## src/rtl/ecpu_bus_pkg.sv

```systemverilog
// Shared definitions for the CPU internal data bus blocks.
package ecpu_bus_pkg;

  localparam int unsigned DATA_BUS_SIZE_DEF = 16;
  localparam int unsigned KEY_SIZE_DEF      = 8;

  // Output-register occupancy for the keyed mux handshake.
  typedef enum logic {
    ST_EMPTY = 1'b0,
    ST_FULL  = 1'b1
  } state_t;

  // Ceiling log2; returns 0 for inputs 0 and 1.
  function automatic int unsigned clog2(input int unsigned value);
    int unsigned v;
    int unsigned r;
    v = (value > 0) ? value - 1 : 0;
    r = 0;
    while (v > 0) begin
      r = r + 1;
      v = v >> 1;
    end
    return r;
  endfunction

endpackage

```

## src/rtl/key_match_encoder.sv

```systemverilog
// Combinational priority equality encoder: compares a key against one
// compile-time code per channel and reports the lowest matching index.
module key_match_encoder
  import ecpu_bus_pkg::*;
#(
  parameter int unsigned KEY_SIZE = KEY_SIZE_DEF,
  parameter int unsigned CHANNELS = 4,
  parameter logic [CHANNELS*KEY_SIZE-1:0] CODES = 32'h03020100,
  parameter int unsigned IDX_W = (CHANNELS > 1) ? clog2(CHANNELS) : 1
) (
  input  logic [KEY_SIZE-1:0] key,
  output logic                any_match,
  output logic [IDX_W-1:0]    index
);

  // Scan from the top channel down so the lowest matching index is the last
  // assignment and therefore wins, which also resolves duplicate codes.
  always_comb begin
    any_match = 1'b0;
    index     = '0;
    for (int unsigned i = CHANNELS; i > 0; i--) begin
      if (key == CODES[(i-1)*KEY_SIZE +: KEY_SIZE]) begin
        any_match = 1'b1;
        index     = IDX_W'(i - 1);
      end
    end
  end

endmodule

```

## src/rtl/keyed_bus_mux.sv

```systemverilog
// Registered N-channel keyed bus multiplexer with ready/valid output,
// sticky overrun flag and saturating miss counter.
module keyed_bus_mux
  import ecpu_bus_pkg::*;
#(
  parameter int unsigned DATA_BUS_SIZE = DATA_BUS_SIZE_DEF,
  parameter int unsigned KEY_SIZE      = KEY_SIZE_DEF,
  parameter int unsigned CHANNELS      = 4,
  parameter logic [CHANNELS*KEY_SIZE-1:0] CODES = 32'h03020100,
  parameter int unsigned IDX_W         = (CHANNELS > 1) ? clog2(CHANNELS) : 1,
  parameter int unsigned CNT_W         = 8
) (
  input  logic                              clk,
  input  logic                              rst,
  input  logic [CHANNELS*DATA_BUS_SIZE-1:0] data_in,
  input  logic [DATA_BUS_SIZE-1:0]          pass,
  input  logic [KEY_SIZE-1:0]               key,
  input  logic                              key_valid,
  output logic                              key_ready,
  output logic [DATA_BUS_SIZE-1:0]          data_out,
  output logic                              out_valid,
  input  logic                              out_ready,
  output logic                              hit,
  output logic [IDX_W-1:0]                  hit_index,
  output logic                              overrun,
  output logic [CNT_W-1:0]                  miss_count
);

  state_t                   state;
  logic                     any_match;
  logic [IDX_W-1:0]         win_idx;
  logic [DATA_BUS_SIZE-1:0] sel_word;
  logic                     capture;
  logic                     transfer;

  key_match_encoder #(
    .KEY_SIZE (KEY_SIZE),
    .CHANNELS (CHANNELS),
    .CODES    (CODES),
    .IDX_W    (IDX_W)
  ) u_enc (
    .key       (key),
    .any_match (any_match),
    .index     (win_idx)
  );

  // Handshake decode; key_ready has no path from key_valid.
  always_comb begin
    out_valid = (state == ST_FULL);
    key_ready = (state == ST_EMPTY) | out_ready;
    capture   = key_valid & key_ready;
    transfer  = out_valid & out_ready;
  end

  // Pick the winning channel word, or the pass word on a miss.
  always_comb begin
    sel_word = pass;
    for (int unsigned i = 0; i < CHANNELS; i++) begin
      if (any_match && (win_idx == IDX_W'(i))) begin
        sel_word = data_in[i*DATA_BUS_SIZE +: DATA_BUS_SIZE];
      end
    end
  end

  // Occupancy FSM, output registers, overrun flag and miss counter.
  always_ff @(posedge clk) begin
    if (rst) begin
      state      <= ST_EMPTY;
      data_out   <= '0;
      hit        <= 1'b0;
      hit_index  <= '0;
      overrun    <= 1'b0;
      miss_count <= '0;
    end else begin
      if (capture) begin
        state     <= ST_FULL;
        data_out  <= sel_word;
        hit       <= any_match;
        hit_index <= any_match ? win_idx : '0;
        if (!any_match && (miss_count != '1)) begin
          miss_count <= miss_count + 1'b1;
        end
      end else if (transfer) begin
        state <= ST_EMPTY;
      end
      if (key_valid && !key_ready) begin
        overrun <= 1'b1;
      end
    end
  end

endmodule

```

## config.mk

```make
export PLATFORM = sky130hd
export DESIGN_NAME = keyed_bus_mux
export DESIGN_NICKNAME = d
export VERILOG_FILES = /design/src/rtl/ecpu_bus_pkg.sv /design/src/rtl/key_match_encoder.sv /design/src/rtl/keyed_bus_mux.sv
export SDC_FILE = /design/constraint.sdc
export NUM_CORES = 1
export LEC_CHECK = 0
export ABC_AREA = 1
export CAP_MARGIN = 30
export CELL_PAD_IN_SITES_DETAIL_PLACEMENT = 0
export CELL_PAD_IN_SITES_GLOBAL_PLACEMENT = 1
export CORE_UTILIZATION = 27
export CTS_BUF_LIST = sky130_fd_sc_hd__clkbuf_8 sky130_fd_sc_hd__clkbuf_16
export DETAILED_ROUTE_END_ITERATION = 10
export GPL_ROUTABILITY_DRIVEN = 0
export PLACE_DENSITY = 0.82
export SYNTH_ARGS = -nofsm -noshare
export SYNTH_HDL_FRONTEND = slang
export SYNTH_SLANG_ARGS = --single-unit
```

## constraint.sdc

```tcl
create_clock -name clk -period 1.6 [get_ports clk]
set_input_delay 0.32 -clock clk [delete_from_list [all_inputs] [get_ports clk]]
set_output_delay 0.32 -clock clk [all_outputs]
set_load 0.1 [all_outputs]
```

==> results of run 1 <==
## power groups by stage
stage          registers, mW  logic (mW)  clock network (mW)
6_report               0.813        1.05               0.568
3_5_place_dp           0.828        1.03                   0
2_1_floorplan           1.11       0.244                   0
4_1_cts                0.813        1.05               0.595
5_1_grt                0.818        1.11               0.625
3_3_place_gp           0.828        1.03                   0
## sequential cells by signal, indices dropped and copies added (netlist names)
| register | count |
|---|---|
| data_out | 16 |
| miss_count | 8 |
| hit_index | 2 |
| hit | 1 |
| out_valid | 1 |
| overrun | 1 |
## repair_timing
| action | in CTS | in global routing |
|---|---|---|
| gates cloned | 3 | 0 |
| setup buffers | 8 | 0 |
| pin swaps | 9 | 7 |
| resized for setup | 17 | 8 |
| endpoints found under the setup margin | 4 | 22 |
## path summary, 6_finish.rpt
kind,from,to,slack [ps],cells past startpoint
max,out_ready,key_ready,50,5
min,miss_count[6],miss_count[6],510,2
max reg2reg,miss_count[0],miss_count[3],220,9
min reg2reg,miss_count[6],miss_count[6],510,2
## cell type report
class / count / area (µm²)
clock buffer: 5 / 68.8
inverter: 43 / 166
clock inverter: 3 / 13.8
timing repair buffer: 151 / 1860
fill: 805 / 4050
sequential: 29 / 602
multi-input combinational: 266 / 1490
tap: 105 / 131
## synthesized netlist by cell type
cell	instances
o21ai_0	21
nor2_1	13
nor2_4	2
xor2_1	1
nor2_8	3
dfxtp_1	29
buf_4	2
a21oi_4	2
nand3_1	28
buf_2	2
buf_6	5
nand2_4	1
nand2_1	116
inv_1	39
bufbuf_8	1
o21bai_2	10
clkbuf_1	2
nor3_1	2
o21a_1	1
a21oi_2	10
inv_4	1
xnor2_1	2
nand3_2	10
buf_1	1
nor2_2	3
clkbuf_8	1
buf_12	3
inv_2	2
clkinv_1	1
a21oi_1	30
nand2_2	3
o21bai_1	6
ha_1	1
## through the flow
stage          power, mW  cell area (µm²)
6_report            2.43             4330
5_1_grt             2.55             4330
4_1_cts             2.46             4300
3_5_place_dp        1.86             4060
3_3_place_gp        1.86             4060
2_1_floorplan       1.36             2400
## per-layer routing
layer	track usage	up-vias	wire, µm
li1	-	1419	-
met3	0.0261	6	407
met1	0.215	1269	3380
met2	0.334	85	4010
met4	0.0473	0	101
met5	0	-	0
## critical path, stage by stage
cell and delay, ps:
clkdlybuf4s50_1 460, inv_1 70, buf_4 140, nand2_4 70
buf_12 170
## cell families (layout without fill, tap and decap cells)
| family | after synthesis | after routing | synth area share |
|---|---|---|---|
| flops | 29 | 29 | 0.244 |
| compound gates | 80 | 80 | 0.228 |
| fa+ha+maj | 1 | 1 | 0.00527 |
| simple gates | 181 | 182 | 0.365 |
| buf+inv | 60 | 202 | 0.147 |
| xor+xnor | 3 | 3 | 0.0111 |
==> results.rst, run 1 <==
.. list-table::
   :header-rows: 1

   * - Metric
     - Value
   * - Cell type with the largest total area after synthesis
     - dfxtp_1
   * - Max cap viols
     - 0
   * - Post-layout min period
     - 1550 ps
   * - Placed cell count
     - 583
   * - Worst supply voltage drop on vdd
     - 0.280 mV
   * - Share of layout cells above drive strength 1
     - 0.264
   * - Synthesis-to-layout area growth
     - 82.5%
   * - Final core area utilization
     - 0.517
   * - Clock sink count
     - 29
   * - Peak fanout along the critical path
     - 3
   * - Final #Nets
     - 589
   * - Worst setup timing slack at the placement stage
     - -321 ps
   * - Wirelength per Cell
     - 13.1 µm
   * - Synthesized flop and latch total
     - 29
   * - Share of power burned in the clock network
     - 0.234
   * - Power per cell area
     - 560 nW/µm²
   * - Post-synthesis cell type count
     - 33
   * - Hold crit path type
     - flop to flop
   * - Sum of overflow across all layers after global routing
     - 0
   * - H-tree levels
     - 2
   * - Final setup skew
     - 3.31 ps
   * - HPWL after detailed placement
     - 6000 µm
   * - Element type at the critical path start
     - input pin
   * - Vias in the first global route
     - 2758
   * - Area of the die
     - 9170 µm²
   * - Element type at the critical path end
     - primary output
   * - DR iter-0 viols
     - 67
   * - Cts-stage hold buffer count
     - 0
   * - Final cell count without fillers
     - 602
   * - Fraction of post-synthesis cell area in the top cell type by area
     - 0.244
   * - Global-route wire length before repair
     - 12800 µm
   * - Number of port buffers
     - 121
   * - Number of CTS-inserted buffers
     - 5
   * - Drt total wl
     - 7900 µm
   * - Overall die height
     - 95.8 µm
   * - Leak Pwr
     - 1.96 nW
   * - Commonest cells after routing, fill and taps aside
     - 111 x nand2_1, 83 x clkdlybuf4s50_1, 40 x inv_1
   * - CTS Root Cell
     - clkbuf_8
   * - Min setup slack post-route
     - 47.7 ps
   * - Period utilization
     - 0.970
   * - Power spent charging and discharging nets
     - 0.895 mW
   * - Worst skew pair latency
     - 270 ps
   * - Num rows
     - 33
   * - Final Slew Violations
     - 0
   * - Sequential share of the synthesized area
     - 0.244
   * - Hold Violations, Final
     - 0
   * - CP Data Arrival Time
     - 1230 ps
   * - Portion of total power attributed to sequential cells
     - 0.335
   * - 1st-pass router iterations
     - 4
   * - Horizontal die dimension
     - 95.8 µm
   * - Maximum frequency from static timing analysis
     - 644 MHz
   * - Combinational share of power
     - 0.431
   * - Actual slew at the worst max-slew pin
     - 653 ps
   * - Vias
     - 2779
   * - Commonest non-fill, non-tap cell in the layout
     - nand2_1
   * - Worst max-slew margin expressed relative to the limit
     - 0.565
   * - Antenna Violating Nets Remaining
     - 0
   * - Number of ports placed on the die boundary
     - 122
   * - Share of total power consumed by net switching
     - 0.369
   * - Worst EP required
     - 1280 ps
   * - Placeable core area
     - 8380 µm²
   * - CTS tree
     - yes
   * - Result of the run
     - completed
   * - Antenna violations before repair
     - 0
   * - Classification of the worst setup path
     - input pin to primary output
   * - Global routing usage summed across all routing layers
     - 0.180
   * - Post-route DRC violation count
     - 0
   * - RSZ-0062 raised after global routing
     - false
   * - Total inserted antenna cells
     - 0
   * - Syn. warnings
     - 0
   * - Post-Syn Nets
     - 447
   * - Starting Density
     - 0.283
   * - Netlist Area Pre-Place
     - 2370 µm²
   * - Reg clk slew, reported paths
     - 60 ps
   * - Internal power component
     - 1.53 mW
   * - Maximum number of pins on one net before global-route repair
     - 24
   * - Mean post-synth cell area
     - 6.71 µm²
   * - Vias per cell
     - 4.62
   * - Accumulated negative setup slack
     - 0 ps
   * - Gate count of the mapped netlist
     - 354
   * - Cells taking the most area after synthesis
     - dfxtp_1 24%, nand2_1 18%, a21oi_1 6.3%
   * - Final setup violation count
     - 0
   * - Maximum clock path buffer count
     - 2
   * - Hold Worst Slack
     - 511 ps
(Power assumes the default switching activity.)
==> inputs of run 2 (changes only) <==
- CORE_MARGIN: not set -> 5
- clock period: 1.6 -> 1.5 ns (I/O delays scaled with it)
==> results.rst, run 2 (synthesis results as in run 1) <==
.. list-table::
   :header-rows: 1

   * - Metric
     - Value
   * - Peak fanout along the critical path
     - 6
   * - Vias in the first global route
     - 2778
   * - Detailed-route wire length on metal 1
     - 3540 µm
   * - Global-route wire length before repair
     - 13500 µm
   * - Classification of the worst setup path
     - input pin to flop
   * - CTS Root Cell
     - clkbuf_8
   * - Final setup skew
     - 5.75 ps
   * - Commonest non-fill, non-tap cell in the layout
     - nand2_1
   * - Routed wl met3
     - 475 µm
   * - Final Slew Violations
     - 0
   * - Worst skew pair latency
     - 280 ps
   * - Count of cells along the worst register-to-register path
     - 8
   * - Hold Violations, Final
     - 0
   * - Worst setup timing slack at the placement stage
     - -403 ps
   * - 1st-pass router iterations
     - 4
   * - Area of the multi-input gates
     - 1490 µm²
   * - Commonest cells after routing, fill and taps aside
     - 111 x nand2_1, 83 x clkdlybuf4s50_1, 41 x buf_12
   * - Accumulated negative setup slack
     - 0 ps
   * - Number of stages on the worst hold path
     - 2
   * - Area of the die
     - 10800 µm²
   * - Post-route DRC violation count
     - 0
   * - Top layer in use
     - met4
   * - Max cap viols
     - 0
   * - Worst max-slew margin expressed relative to the limit
     - 0.826
   * - Maximum frequency from static timing analysis
     - 694 MHz
   * - Maximum cell stage delay along the critical path
     - 240 ps
   * - H-tree levels
     - 2
   * - Critical path's slowest cell
     - dlygate4sd2_1
   * - Footprint of the flip-flops and latches
     - 609 µm²
   * - Actual slew at the worst max-slew pin
     - 261 ps
   * - Critical register-to-register path endpoint
     - miss_count[2]
   * - Worst R2R Start
     - miss_count[1]
   * - Result of the run
     - completed
   * - Horizontal die dimension
     - 104 µm
   * - Wirelength per Cell
     - 13.6 µm
   * - Element type at the critical path end
     - flop
   * - Worst min-delay path startpoint
     - miss_count[7]
   * - Power per cell area
     - 600 nW/µm²
   * - Sum of overflow across all layers after global routing
     - 0
   * - Number of port buffers
     - 121
   * - Cts-stage hold buffer count
     - 0
   * - Number of ports placed on the die boundary
     - 122
   * - Global routing usage summed across all routing layers
     - 0.148
   * - Period utilization
     - 0.960
   * - CP Data Arrival Time
     - 1650 ps
   * - Drt total wl
     - 8220 µm
   * - Register ranked first by flip-flop count
     - data_out
   * - Min setup slack post-route
     - 59.8 ps
   * - Antenna Violating Nets Remaining
     - 0
   * - Reg clk slew, reported paths
     - 70 ps
   * - Vias per cell
     - 4.56
   * - CTS tree
     - yes
   * - Share of layout cells above drive strength 1
     - 0.264
   * - Clock sink count
     - 29
   * - Vias
     - 2754
   * - RSZ-0062 raised after global routing
     - true
   * - HPWL after detailed placement
     - 6690 µm
   * - Flip-flop count of the largest register after layout
     - 16
   * - Largest registers in the final layout
     - data_out (16), miss_count (8), hit_index (2)
   * - Worst supply voltage drop on vdd
     - 0.336 mV
   * - Most frequent cell on the critical path
     - buf_12
   * - Routed length on met2
     - 4140 µm
   * - Worst EP required
     - 1710 ps
   * - Total inserted antenna cells
     - 0
   * - Series of cell instances along the critical path
     - dlygate4sd2_1 -> nor2_2 -> nand2_4 -> nor2_8 -> buf_12 -> buf_12 -> a21oi_1 -> nand2_1 -> nand2_2 -> a21oi_2
   * - Number of CTS-inserted buffers
     - 5
   * - Post-layout min period
     - 1440 ps
   * - Hold crit path type
     - flop to flop
   * - Starting Density
     - 0.275
   * - Placeable core area
     - 8640 µm²
   * - Final #Nets
     - 588
   * - DR iter-0 viols
     - 82
   * - Num rows
     - 34
   * - Overall die height
     - 104 µm
   * - Maximum clock path buffer count
     - 2
   * - Synthesis-to-layout area growth
     - 84.8%
   * - Worst hold endpoint
     - miss_count[7]
   * - Maximum number of pins on one net before global-route repair
     - 20
   * - Antenna violations before repair
     - 0
   * - Leak Pwr
     - 1.96 nW
   * - Element type at the critical path start
     - input pin
   * - Worst reg2reg setup slack
     - 180 ps
   * - Final setup violation count
     - 0
   * - Fill cell count
     - 845
[run 2: area by class of cell]
class / instances / share of cell area
Timing Repair Buffer: 151 / 0.433
Multi-Input combinational cell: 265 / 0.340
Sequential cell: 29 / 0.139
Inverter: 43 / 0.0374
Tap cell: 108 / 0.0308
Clock buffer: 5 / 0.0157
Clock inverter: 3 / 0.00399
[run 2: timing repair]
action / CTS / global route
setup buffers: 4 / 0
endpoints found under the setup margin: 21 / 8
pin swaps: 8 / 11
gates cloned: 1 / 0
resized for setup: 14 / 7
[run 2: per-layer routing]
metal,track usage,up-vias
met1,0.184,1244
met5,0,-
li1,-,1415
met4,0.0324,0
met2,0.259,91
met3,0.0342,4
[run 2: how the worst max path moves through the flow]
stage	from	endpoint	cells past startpoint
floorplan	miss_count[2]	miss_count[3]	7
finish	key[7]	data_out[10]	10
CTS	key[6]	data_out[15]	10
global placement	key[7]	data_out[0]	9
detailed placement	key[7]	data_out[0]	9
global route	key[7]	data_out[0]	10
[run 2: worst max-delay path: cells and delay by family]
| family | cells | cell delay (ps) |
|---|---|---|
| AOI/OAI and AO/OA | 2 | 180 |
| buffers and inverters | 3 | 470 |
| and+or+nand+nor | 5 | 700 |
[run 2: metrics by stage]
| stage | power (mW) | utilization | hold slack, ps | instances | cell area [µm²] |
|---|---|---|---|---|---|
| after global routing | 2.77 | 0.508 | 547 | 604 | 4390 |
| after global placement | 2.00 | 0.483 | 497 | 591 | 4170 |
| after floorplan | 1.45 | - | 359 | 354 | 2420 |
| final | 2.63 | 0.508 | 515 | 604 | 4390 |
| after detailed placement | 2.01 | 0.483 | 503 | 591 | 4170 |
| after CTS | 2.67 | 0.506 | 520 | 604 | 4370 |
[run 2: report_power, final]
group	internal [mW]	switching (mW)
Sequential	0.809	0.0558
Clock	0.320	0.311
Combinational	0.523	0.612
Total	1.65	0.979
